$ cat src/rtl/ysyx_pkg.sv
// Shared types and helpers for the LSU-to-AXI bridge and related bus logic.
package ysyx_pkg;

  typedef enum logic [2:0] {
    IDLE   = 3'd0,
    RD_A   = 3'd1,
    RD_D   = 3'd2,
    RD_ACK = 3'd3,
    WR_AW  = 3'd4,
    WR_B   = 3'd5,
    WR_ACK = 3'd6
  } lsu_br_state_t;

  localparam logic [1:0] AXI_RESP_OKAY  = 2'b00;
  localparam logic [1:0] AXI_BURST_INCR = 2'b01;

  // Map an unshifted byte strobe (byte/half/word) to the AXI transfer size code.
  function automatic logic [2:0] strb2size(input logic [3:0] strb);
    logic [2:0] size;
    case (strb)
      4'h1:    size = 3'd0;
      4'h3:    size = 3'd1;
      4'hf:    size = 3'd2;
      default: size = 3'd2;
    endcase
    return size;
  endfunction

endpackage

$ cat src/rtl/ysyx_axi_lane_shift.sv
// Combinational byte-lane shifter: moves an unshifted strobe/data pair into the
// AXI byte lanes selected by the low address bits. Strobe bits pushed past lane 3
// are dropped; callers guarantee naturally aligned accesses.
module ysyx_axi_lane_shift #(
  parameter int XLEN = 32
) (
  input  logic [1:0]      i_sh,
  input  logic [3:0]      i_strb,
  input  logic [XLEN-1:0] i_data,
  output logic [3:0]      o_strb,
  output logic [XLEN-1:0] o_data
);

  // Shift strobe by whole lanes and data by eight bits per lane.
  always_comb begin
    o_strb = i_strb << i_sh;
    o_data = i_data << {i_sh, 3'b000};
  end

endmodule

$ cat src/rtl/ysyx_lsu_axi_bridge.sv
// LSU bus responder that turns each load/store request into a single-beat AXI4
// transaction. One transaction is in flight at a time; loads and stores are
// arbitrated in IDLE and the request is latched so the LSU inputs are not
// looked at again until the answer pulse.
module ysyx_lsu_axi_bridge
  import ysyx_pkg::*;
#(
  parameter int XLEN        = 32,
  parameter bit WRITE_FIRST = 1'b1
) (
  input  logic            clock,
  input  logic            reset,
  // LSU side
  input  logic            lsu_arvalid,
  input  logic [XLEN-1:0] lsu_araddr,
  input  logic [7:0]      lsu_rstrb,
  output logic            lsu_rvalid,
  output logic [XLEN-1:0] lsu_rdata,
  input  logic            lsu_awvalid,
  input  logic [XLEN-1:0] lsu_awaddr,
  input  logic [7:0]      lsu_wstrb,
  input  logic            lsu_wvalid,
  input  logic [XLEN-1:0] lsu_wdata,
  output logic            lsu_wready,
  output logic            bus_err,
  // AXI4 master: read address / data
  output logic            axi_arvalid,
  input  logic            axi_arready,
  output logic [XLEN-1:0] axi_araddr,
  output logic [2:0]      axi_arsize,
  output logic [7:0]      axi_arlen,
  output logic [1:0]      axi_arburst,
  input  logic            axi_rvalid,
  output logic            axi_rready,
  input  logic [XLEN-1:0] axi_rdata,
  input  logic [1:0]      axi_rresp,
  // AXI4 master: write address / data / response
  output logic            axi_awvalid,
  input  logic            axi_awready,
  output logic [XLEN-1:0] axi_awaddr,
  output logic [2:0]      axi_awsize,
  output logic [7:0]      axi_awlen,
  output logic [1:0]      axi_awburst,
  output logic            axi_wvalid,
  input  logic            axi_wready,
  output logic [XLEN-1:0] axi_wdata,
  output logic [3:0]      axi_wstrb,
  output logic            axi_wlast,
  input  logic            axi_bvalid,
  output logic            axi_bready,
  input  logic [1:0]      axi_bresp
);

  lsu_br_state_t r_state, w_next_state;

  // Latched request and captured response
  logic [XLEN-1:0] r_addr,  w_addr;
  logic [3:0]      r_strb,  w_strb;
  logic [XLEN-1:0] r_wdata, w_wdata;
  logic [XLEN-1:0] r_rdata, w_rdata;
  logic            r_abandon, w_abandon;
  logic            r_aw_done, w_aw_done;
  logic            r_w_done,  w_w_done;

  // Registered handshake outputs
  logic r_arvalid,    w_arvalid;
  logic r_rready,     w_rready;
  logic r_awvalid,    w_awvalid;
  logic r_wvalid,     w_wvalid;
  logic r_bready,     w_bready;
  logic r_lsu_rvalid, w_lsu_rvalid;
  logic r_lsu_wready, w_lsu_wready;
  logic r_bus_err,    w_bus_err;

  logic [3:0]      w_axi_wstrb;
  logic [XLEN-1:0] w_axi_wdata;

  // Upper strobe halves are always zero from the LSU and carry no information.
  logic w_unused;
  assign w_unused = ^{lsu_rstrb[7:4], lsu_wstrb[7:4]};

  ysyx_axi_lane_shift #(.XLEN(XLEN)) u_lane_shift (
    .i_sh   (r_addr[1:0]),
    .i_strb (r_strb),
    .i_data (r_wdata),
    .o_strb (w_axi_wstrb),
    .o_data (w_axi_wdata)
  );

  // State register.
  always_ff @(posedge clock) begin
    if (reset) begin
      r_state <= IDLE;
    end else begin
      r_state <= w_next_state;
    end
  end

  // Next-state, next-output and request/response capture decisions.
  always_comb begin
    w_next_state = r_state;
    w_addr       = r_addr;
    w_strb       = r_strb;
    w_wdata      = r_wdata;
    w_rdata      = r_rdata;
    w_abandon    = r_abandon;
    w_aw_done    = r_aw_done;
    w_w_done     = r_w_done;
    w_arvalid    = 1'b0;
    w_rready     = 1'b0;
    w_awvalid    = 1'b0;
    w_wvalid     = 1'b0;
    w_bready     = 1'b0;
    w_lsu_rvalid = 1'b0;
    w_lsu_wready = 1'b0;
    w_bus_err    = 1'b0;
    case (r_state)
      IDLE: begin
        w_abandon = 1'b0;
        if ((lsu_awvalid && lsu_wvalid) && (WRITE_FIRST || !lsu_arvalid)) begin
          w_next_state = WR_AW;
          w_addr       = lsu_awaddr;
          w_strb       = lsu_wstrb[3:0];
          w_wdata      = lsu_wdata;
          w_aw_done    = 1'b0;
          w_w_done     = 1'b0;
          w_awvalid    = 1'b1;
          w_wvalid     = 1'b1;
        end else if (lsu_arvalid) begin
          w_next_state = RD_A;
          w_addr       = lsu_araddr;
          w_strb       = lsu_rstrb[3:0];
          w_arvalid    = 1'b1;
        end else begin
          w_next_state = IDLE;
        end
      end
      RD_A: begin
        w_abandon = r_abandon | ~lsu_arvalid;
        if (axi_arready) begin
          w_next_state = RD_D;
          w_rready     = 1'b1;
        end else begin
          w_arvalid = 1'b1;
        end
      end
      RD_D: begin
        w_abandon = r_abandon | ~lsu_arvalid;
        if (axi_rvalid) begin
          // A flushed load still drains the AXI read but is not answered.
          w_next_state = RD_ACK;
          w_rdata      = axi_rdata;
          w_lsu_rvalid = ~w_abandon;
          w_bus_err    = ~w_abandon & (axi_rresp != AXI_RESP_OKAY);
        end else begin
          w_rready = 1'b1;
        end
      end
      RD_ACK: begin
        w_next_state = IDLE;
      end
      WR_AW: begin
        // Address and data channels complete independently, possibly together.
        w_aw_done = r_aw_done | axi_awready;
        w_w_done  = r_w_done  | axi_wready;
        if (w_aw_done && w_w_done) begin
          w_next_state = WR_B;
          w_bready     = 1'b1;
        end else begin
          w_awvalid = ~w_aw_done;
          w_wvalid  = ~w_w_done;
        end
      end
      WR_B: begin
        if (axi_bvalid) begin
          w_next_state = WR_ACK;
          w_lsu_wready = 1'b1;
          w_bus_err    = (axi_bresp != AXI_RESP_OKAY);
        end else begin
          w_bready = 1'b1;
        end
      end
      WR_ACK: begin
        w_next_state = IDLE;
      end
      default: begin
        w_next_state = IDLE;
      end
    endcase
  end

  // Request, response and handshake output registers.
  always_ff @(posedge clock) begin
    if (reset) begin
      r_addr       <= {XLEN{1'b0}};
      r_strb       <= 4'h0;
      r_wdata      <= {XLEN{1'b0}};
      r_rdata      <= {XLEN{1'b0}};
      r_abandon    <= 1'b0;
      r_aw_done    <= 1'b0;
      r_w_done     <= 1'b0;
      r_arvalid    <= 1'b0;
      r_rready     <= 1'b0;
      r_awvalid    <= 1'b0;
      r_wvalid     <= 1'b0;
      r_bready     <= 1'b0;
      r_lsu_rvalid <= 1'b0;
      r_lsu_wready <= 1'b0;
      r_bus_err    <= 1'b0;
    end else begin
      r_addr       <= w_addr;
      r_strb       <= w_strb;
      r_wdata      <= w_wdata;
      r_rdata      <= w_rdata;
      r_abandon    <= w_abandon;
      r_aw_done    <= w_aw_done;
      r_w_done     <= w_w_done;
      r_arvalid    <= w_arvalid;
      r_rready     <= w_rready;
      r_awvalid    <= w_awvalid;
      r_wvalid     <= w_wvalid;
      r_bready     <= w_bready;
      r_lsu_rvalid <= w_lsu_rvalid;
      r_lsu_wready <= w_lsu_wready;
      r_bus_err    <= w_bus_err;
    end
  end

  assign lsu_rvalid  = r_lsu_rvalid;
  assign lsu_rdata   = r_rdata;
  assign lsu_wready  = r_lsu_wready;
  assign bus_err     = r_bus_err;

  assign axi_arvalid = r_arvalid;
  assign axi_araddr  = r_addr;
  assign axi_arsize  = strb2size(r_strb);
  assign axi_arlen   = 8'd0;
  assign axi_arburst = AXI_BURST_INCR;
  assign axi_rready  = r_rready;

  assign axi_awvalid = r_awvalid;
  assign axi_awaddr  = r_addr;
  assign axi_awsize  = strb2size(r_strb);
  assign axi_awlen   = 8'd0;
  assign axi_awburst = AXI_BURST_INCR;
  assign axi_wvalid  = r_wvalid;
  assign axi_wdata   = w_axi_wdata;
  assign axi_wstrb   = w_axi_wstrb;
  assign axi_wlast   = 1'b1;
  assign axi_bready  = r_bready;

endmodule

$ cat config.mk
export PLATFORM = sky130hd
export DESIGN_NAME = ysyx_lsu_axi_bridge
export DESIGN_NICKNAME = d
export VERILOG_FILES = /design/src/rtl/ysyx_pkg.sv /design/src/rtl/ysyx_axi_lane_shift.sv /design/src/rtl/ysyx_lsu_axi_bridge.sv
export SDC_FILE = /design/constraint.sdc
export NUM_CORES = 1
export LEC_CHECK = 0
export BUFFER_PORTS_ARGS = -buffer_cell sky130_fd_sc_hd__buf_2
export CORE_MARGIN = 10
export CORE_UTILIZATION = 40
export DETAILED_ROUTE_END_ITERATION = 10
export GPL_TIMING_DRIVEN = 0
export PLACE_DENSITY = 0.76
export SETUP_SLACK_MARGIN = 0.4
export SLEW_MARGIN = 20
export SYNTH_ARGS = -nofsm -noshare
export SYNTH_HDL_FRONTEND = slang
export SYNTH_SLANG_ARGS = --single-unit
export TNS_END_PERCENT = 30
$ cat constraint.sdc
create_clock -name clock -period 1.37 [get_ports clock]
set_input_delay 0.2055 -clock clock [delete_from_list [all_inputs] [get_ports clock]]
set_output_delay 0.2055 -clock clock [all_outputs]
set_load 0.1 [all_outputs]
* After elaboration in Yosys (flattened, before gate mapping)
Index checks and enable logic that the tools add are counted.
** Storage, ports and cells
- Register bits after elaboration :: 114
- Bits in latches :: 0
- RAM bits :: 0
- Memory bits (read-only) :: 0
- Bits of input ports :: 158
- Output and inout port bits :: 167
- Word-level logic and storage cells :: 91
- Memories kept :: 0
** Operators by class
- $add $sub $neg :: 0
- Multiply operators :: 0
- Divide/modulo/power cells :: 0
- Order comparisons :: 0
- Eq/ne operators :: 11
- Shift-type cells :: 2
- Muxes and demuxes :: 35
- Bitwise gates (word level) :: 11
- Reductions and logical operators :: 16
** Operators by type and width (count)
- $mux 32 :: 2
- $shl 32x5->32 :: 1
- $pmux 1 s2 :: 9
- $mux 1 :: 15
- $mux 3 :: 5
- $pmux 3 s5 :: 1
- $ne 2x2->1 const B :: 5
- $reduce_bool 2->1 :: 5
- $mux 4 :: 2
- $reduce_and 2->1 :: 4
- $not 1->1 :: 7
- $eq 3x3->1 const B :: 2
- $eq 4x1->1 const B :: 1
- $eq 4x2->1 const B :: 1
- $pmux 2 s2 :: 1
- $reduce_and 4->1 :: 1
- $reduce_or 2->1 :: 2
- $shl 4x2->4 :: 1
- $eq 3x1->1 const B :: 1
- $eq 3x2->1 const B :: 1
- $logic_not 3->1 :: 1
- $or 1x1->1 :: 3
- $reduce_or 3->1 :: 1
- $logic_and 1x1->1 :: 2
- $and 1x1->1 :: 1

* Logic depth before layout (Yosys ltp)
- Depth in word-level cells :: 6
- Depth in mapped cells :: 7

* Cells and area by module
A second synthesis with hierarchy kept.
** Second synthesis, totals
- Cell total of the unflattened synthesis :: 702
- Area, all modules :: 5639.2 µm²
** By module, submodules not included
- ysyx_lsu_axi_bridge :: times used 1, cells an instance 630, area each 5029.8 µm², seq. area each 2282.2 µm²
- ysyx_axi_lane_shift :: times used 1, cells an instance 72, area each 609.3 µm², seq. area each 0.0 µm²

* Worst setup path after synthesis
Ideal clock, no wire load.
- Path kind :: reg2out
- Start :: register r_addr[1] (netlist: axi_araddr[1])
- End :: output port axi_wdata[22]
- Arrival time :: 3.762 ns
- Data required time :: 1.165 ns
- Path slack :: -2.597 ns
- Cell stages (with the launch flop) :: 5
- Buffers on the path :: 2
- Cells stage by stage :: dfxtp_1 -> buf_1 -> buf_2 -> mux2i_1 -> o21ai_0
** On the way
- Longest elaborated chain between the ends :: 1
** Ends and longest elaborated chain
- from (decl) :: line ysyx_lsu_axi_bridge.sv:57 : logic [XLEN-1:0] r_addr, w_addr;
- from (signal assigned) :: line ysyx_lsu_axi_bridge.sv:195 : r_addr <= {XLEN{1'b0}};
- from (signal assigned) :: line ysyx_lsu_axi_bridge.sv:211 : r_addr <= w_addr;
- $shl 32x5->32 :: line ysyx_axi_lane_shift.sv:17 : o_data = i_data << {i_sh, 3'b000};
- to (decl) :: line ysyx_lsu_axi_bridge.sv:46 : output logic [XLEN-1:0] axi_wdata,
No other way between the ends.

* Worst setup path in the final report
- Start :: register r_state[2]
- End :: register r_addr[2] (netlist: axi_araddr[2])
** On the way
- Longest elaborated chain between the ends :: 2
** Ends and longest elaborated chain
- from (decl) :: line ysyx_lsu_axi_bridge.sv:54 : lsu_br_state_t r_state, w_next_state;
- from (signal assigned) :: line ysyx_lsu_axi_bridge.sv:95 : r_state <= w_next_state;
- $logic_not 3->1 :: line ysyx_lsu_axi_bridge.sv:117 : case (r_state)
- $reduce_and 2->1 (no line)
No other way between the ends.
A chain may end at the register's enable or synchronous reset.

==> results.sh <==
export IMPL_yosysTopAreaCell="dfxtp_1"
export IMPL_nFillCells=317
export IMPL_die_width_um=136
export IMPL_multi_input_area_mm2=0.00373
export IMPL_synth_area_leaders="dfxtp_1 (42%), nand2_1 (12%), buf_4 (8.6%), a21oi_1 (7.2%), a311oi_1 (5.8%)"
export IMPL_max_stage_delay_ps=640
export IMPL_nets=1251
export IMPL_relSlewSlack_pct=43.8
export IMPL_finalInstanceArea_mm2=0.0126
export IMPL_syn_mean_instance_area_um2=7.62
export IMPL_gp_congestion=0.920
export IMPL_outcome="finished with violations"
export IMPL_max_cap_violations=0
export IMPL_area_delta_synth_final_pct=133
export IMPL_async_reset_ff_share_pct=0
export IMPL_routed_wl_um=43100
export IMPL_grt_antenna_before_repair=9
export IMPL_slowest_stage="a311oi_1"
export IMPL_synth_edf_count=0
export IMPL_place_ws_ps=-654
export IMPL_clock_sinks=114
export IMPL_grt_pass1_wl_um=42300
export IMPL_clock_path_buffers=2
export IMPL_num_rows=42
export IMPL_placed_area_mm2=0.00819
export IMPL_first_iter_violations=1395
export IMPL_min_path_type="input pin to register"
export IMPL_cp_common_cell="buf_8"
export IMPL_cellPowerDensity_mw_per_mm2=1790
export IMPL_fin_setup_tns_ps=-41440
export IMPL_start_util_pct=40.8
export IMPL_grt_use_total_pct=29.5
export IMPL_reg2reg_from="r_state[2]$_SDFFE_PP0P_"
export IMPL_synth_most_common_cell="nand2_1"
export IMPL_coreArea_mm2=0.0132
export IMPL_max_freq_mhz=460
export IMPL_mappedNetlistArea_mm2=0.00541
export IMPL_period_minus_slack_ps=2170
export IMPL_path_class="register to register"
export IMPL_yosysTopAreaCellShare_pct=42.2
export IMPL_wl_per_cell_um=33.2
export IMPL_crit_path_cell_trace="nor3_4, nor2b_4, buf_8, buf_8, buf_6, nor2_1, a311oi_1"
export IMPL_ys_seq_area_share_pct=42.2
export IMPL_clk_transition_reported_paths_ps=60
export IMPL_drive_gt1_share_pct=63.7
export IMPL_grt_max_degree=17
export IMPL_syn_inst=710
export IMPL_first_global_vias=7352
export IMPL_tritoncts="yes"
export IMPL_crit_required_ps=1620
export IMPL_ys_seq_elements=114
export IMPL_yosys_warnings=0
export IMPL_peakVddDrop_v=0.00140
export IMPL_port_buffers=292
export IMPL_first_pass_iters=6
export IMPL_netlist_top_cells_count="nand2_1 (178), dfxtp_1 (114), a21oi_1 (78), buf_4 (62), nor2_1 (60)"
export IMPL_worstMarginPinSlew_ps=844
export IMPL_p_leak_nw=5.13
export IMPL_fin_skew_ps=6.28
export IMPL_crit_start="r_state[2]$_SDFFE_PP0P_"
export IMPL_synth_main_ff_cell="dfxtp_1"
export IMPL_violations="setup timing"
export IMPL_fin_crit_sh_pct=159
export IMPL_dieArea_mm2=0.0186
export IMPL_worst_path_dominant_cell_family="compound AO/OA/AOI/OAI gates"
export IMPL_hold_violations=0
export IMPL_drv_slew=0
export IMPL_rsz0062_at_grt="yes"
export IMPL_drc=0
export IMPL_drtAntennaViolNets=0
export IMPL_min_from="axi_rdata[31]"
export IMPL_seqCellArea_mm2=0.00244
export IMPL_path_max_fanout=6
export IMPL_worst_slack_ps=-802
export IMPL_via_count=8320
export IMPL_endpoint_kind="register"
export IMPL_ioPinCount=325
export IMPL_whs_ps=7.50
export IMPL_clockRootBuffer="clkbuf_16"
export IMPL_hold_buffers=0
export IMPL_dpl_hpwl_um=17500
export IMPL_insertion_delay_ps=440
export IMPL_synth_cell_types=32
export IMPL_routed_via_density=6.41
export IMPL_gr_total_overflow=0
export IMPL_cts_buffers=17
export IMPL_setup_viol=149
export IMPL_arrival_ps=2420
export IMPL_cp_start_kind="register"
export IMPL_path_buf_inv=3
export IMPL_htreeDepth=4
export IMPL_die_h_um=136
==> area by class of cell <==
type	count	area share [%]
Timing Repair Buffer	343	32.5
Multi-Input combinational cell	500	29.5
Sequential cell	114	19.3
Buffer	115	11.6
Clock buffer	23	4.21
Tap cell	176	1.74
Clock inverter	9	0.684
Antenna cell	15	0.297
Inverter	2	0.0594
==> tightest hold or removal path, cell delays in order <==
cell	delay (ps)
buf_2	100
nand2_1	50
a21oi_1	50
==> flip-flops by register name (all words and copies together) (netlist names), 3 cells and up <==
register and cells:
axi_araddr 32, lsu_rdata 32, r_state 3, r_strb 4
r_wdata 32
==> routing by layer <==
layer / vias up / track usage (%) / wire [µm]
met5: - / 0 / 12
met4: 2 / 16.1 / 4710
met3: 392 / 10.8 / 6000
met2: 976 / 52.4 / 19300
met1: 3842 / 29.3 / 13100
li1: 3108 / - / -
==> placed cells by master (no fill, tap or decap), types with 16 or more instances in the layout <==
cell	instances
buf_6	31
dfxtp_4	40
nor2_4	29
a21oi_1	34
nand2_2	24
buf_8	17
a311oi_2	21
clkbuf_1	22
nand2_1	145
conb_1	23
buf_16	22
buf_2	150
buf_12	139
dfxtp_1	66
mux2i_4	16
buf_4	61
a21oi_2	35
nor2_1	27
nand3_1	38
clkbuf_16	26
==> through the flow <==
stage	utilization (%)	cells	total power [mW]
final	95.4	1297	22.7
after global routing	95.3	1293	22.8
after CTS	82.7	1258	19.7
after detailed placement	61.8	1199	12.9
after global placement	61.8	1199	12.9
after floorplan	-	731	11.6
==> report_power, final <==
group	leakage [nW]	internal, mW	switching (mW)
combinational	3.86	5.06	8.28
sequential	0.960	3.79	0.734
clock	0.302	2.93	1.87
total	5.13	11.8	10.9
==> kinds of logic after synthesis <==
kind of cell,after synthesis,share of synthesized area [%]
buf+inv,117,12.8
flops,114,42.2
other cells,2,0.139
compound gates,144,16.8
mux,20,3.72
simple gates,313,24.3
==> path summary, 6_finish.rpt <==
check,endpoint,slack (ps),cells past startpoint
worst max register to register,axi_araddr[2]$_SDFFE_PP0P_,-800,7
worst min-delay path,lsu_rdata[31]$_SDFFE_PP0P_,8,3
worst max-delay path,axi_araddr[2]$_SDFFE_PP0P_,-800,7
worst min register to register,r_wdata[26]$_SDFFE_PP0P_,470,2
==> repair_timing <==
action,in CTS,in global routing
setup endpoints to repair,258,258
hold endpoints to repair,0,0
cloned,8,5
resized for setup,417,366
pin swaps,42,44
buffers inserted,19,19
(Power assumes the default switching activity.)
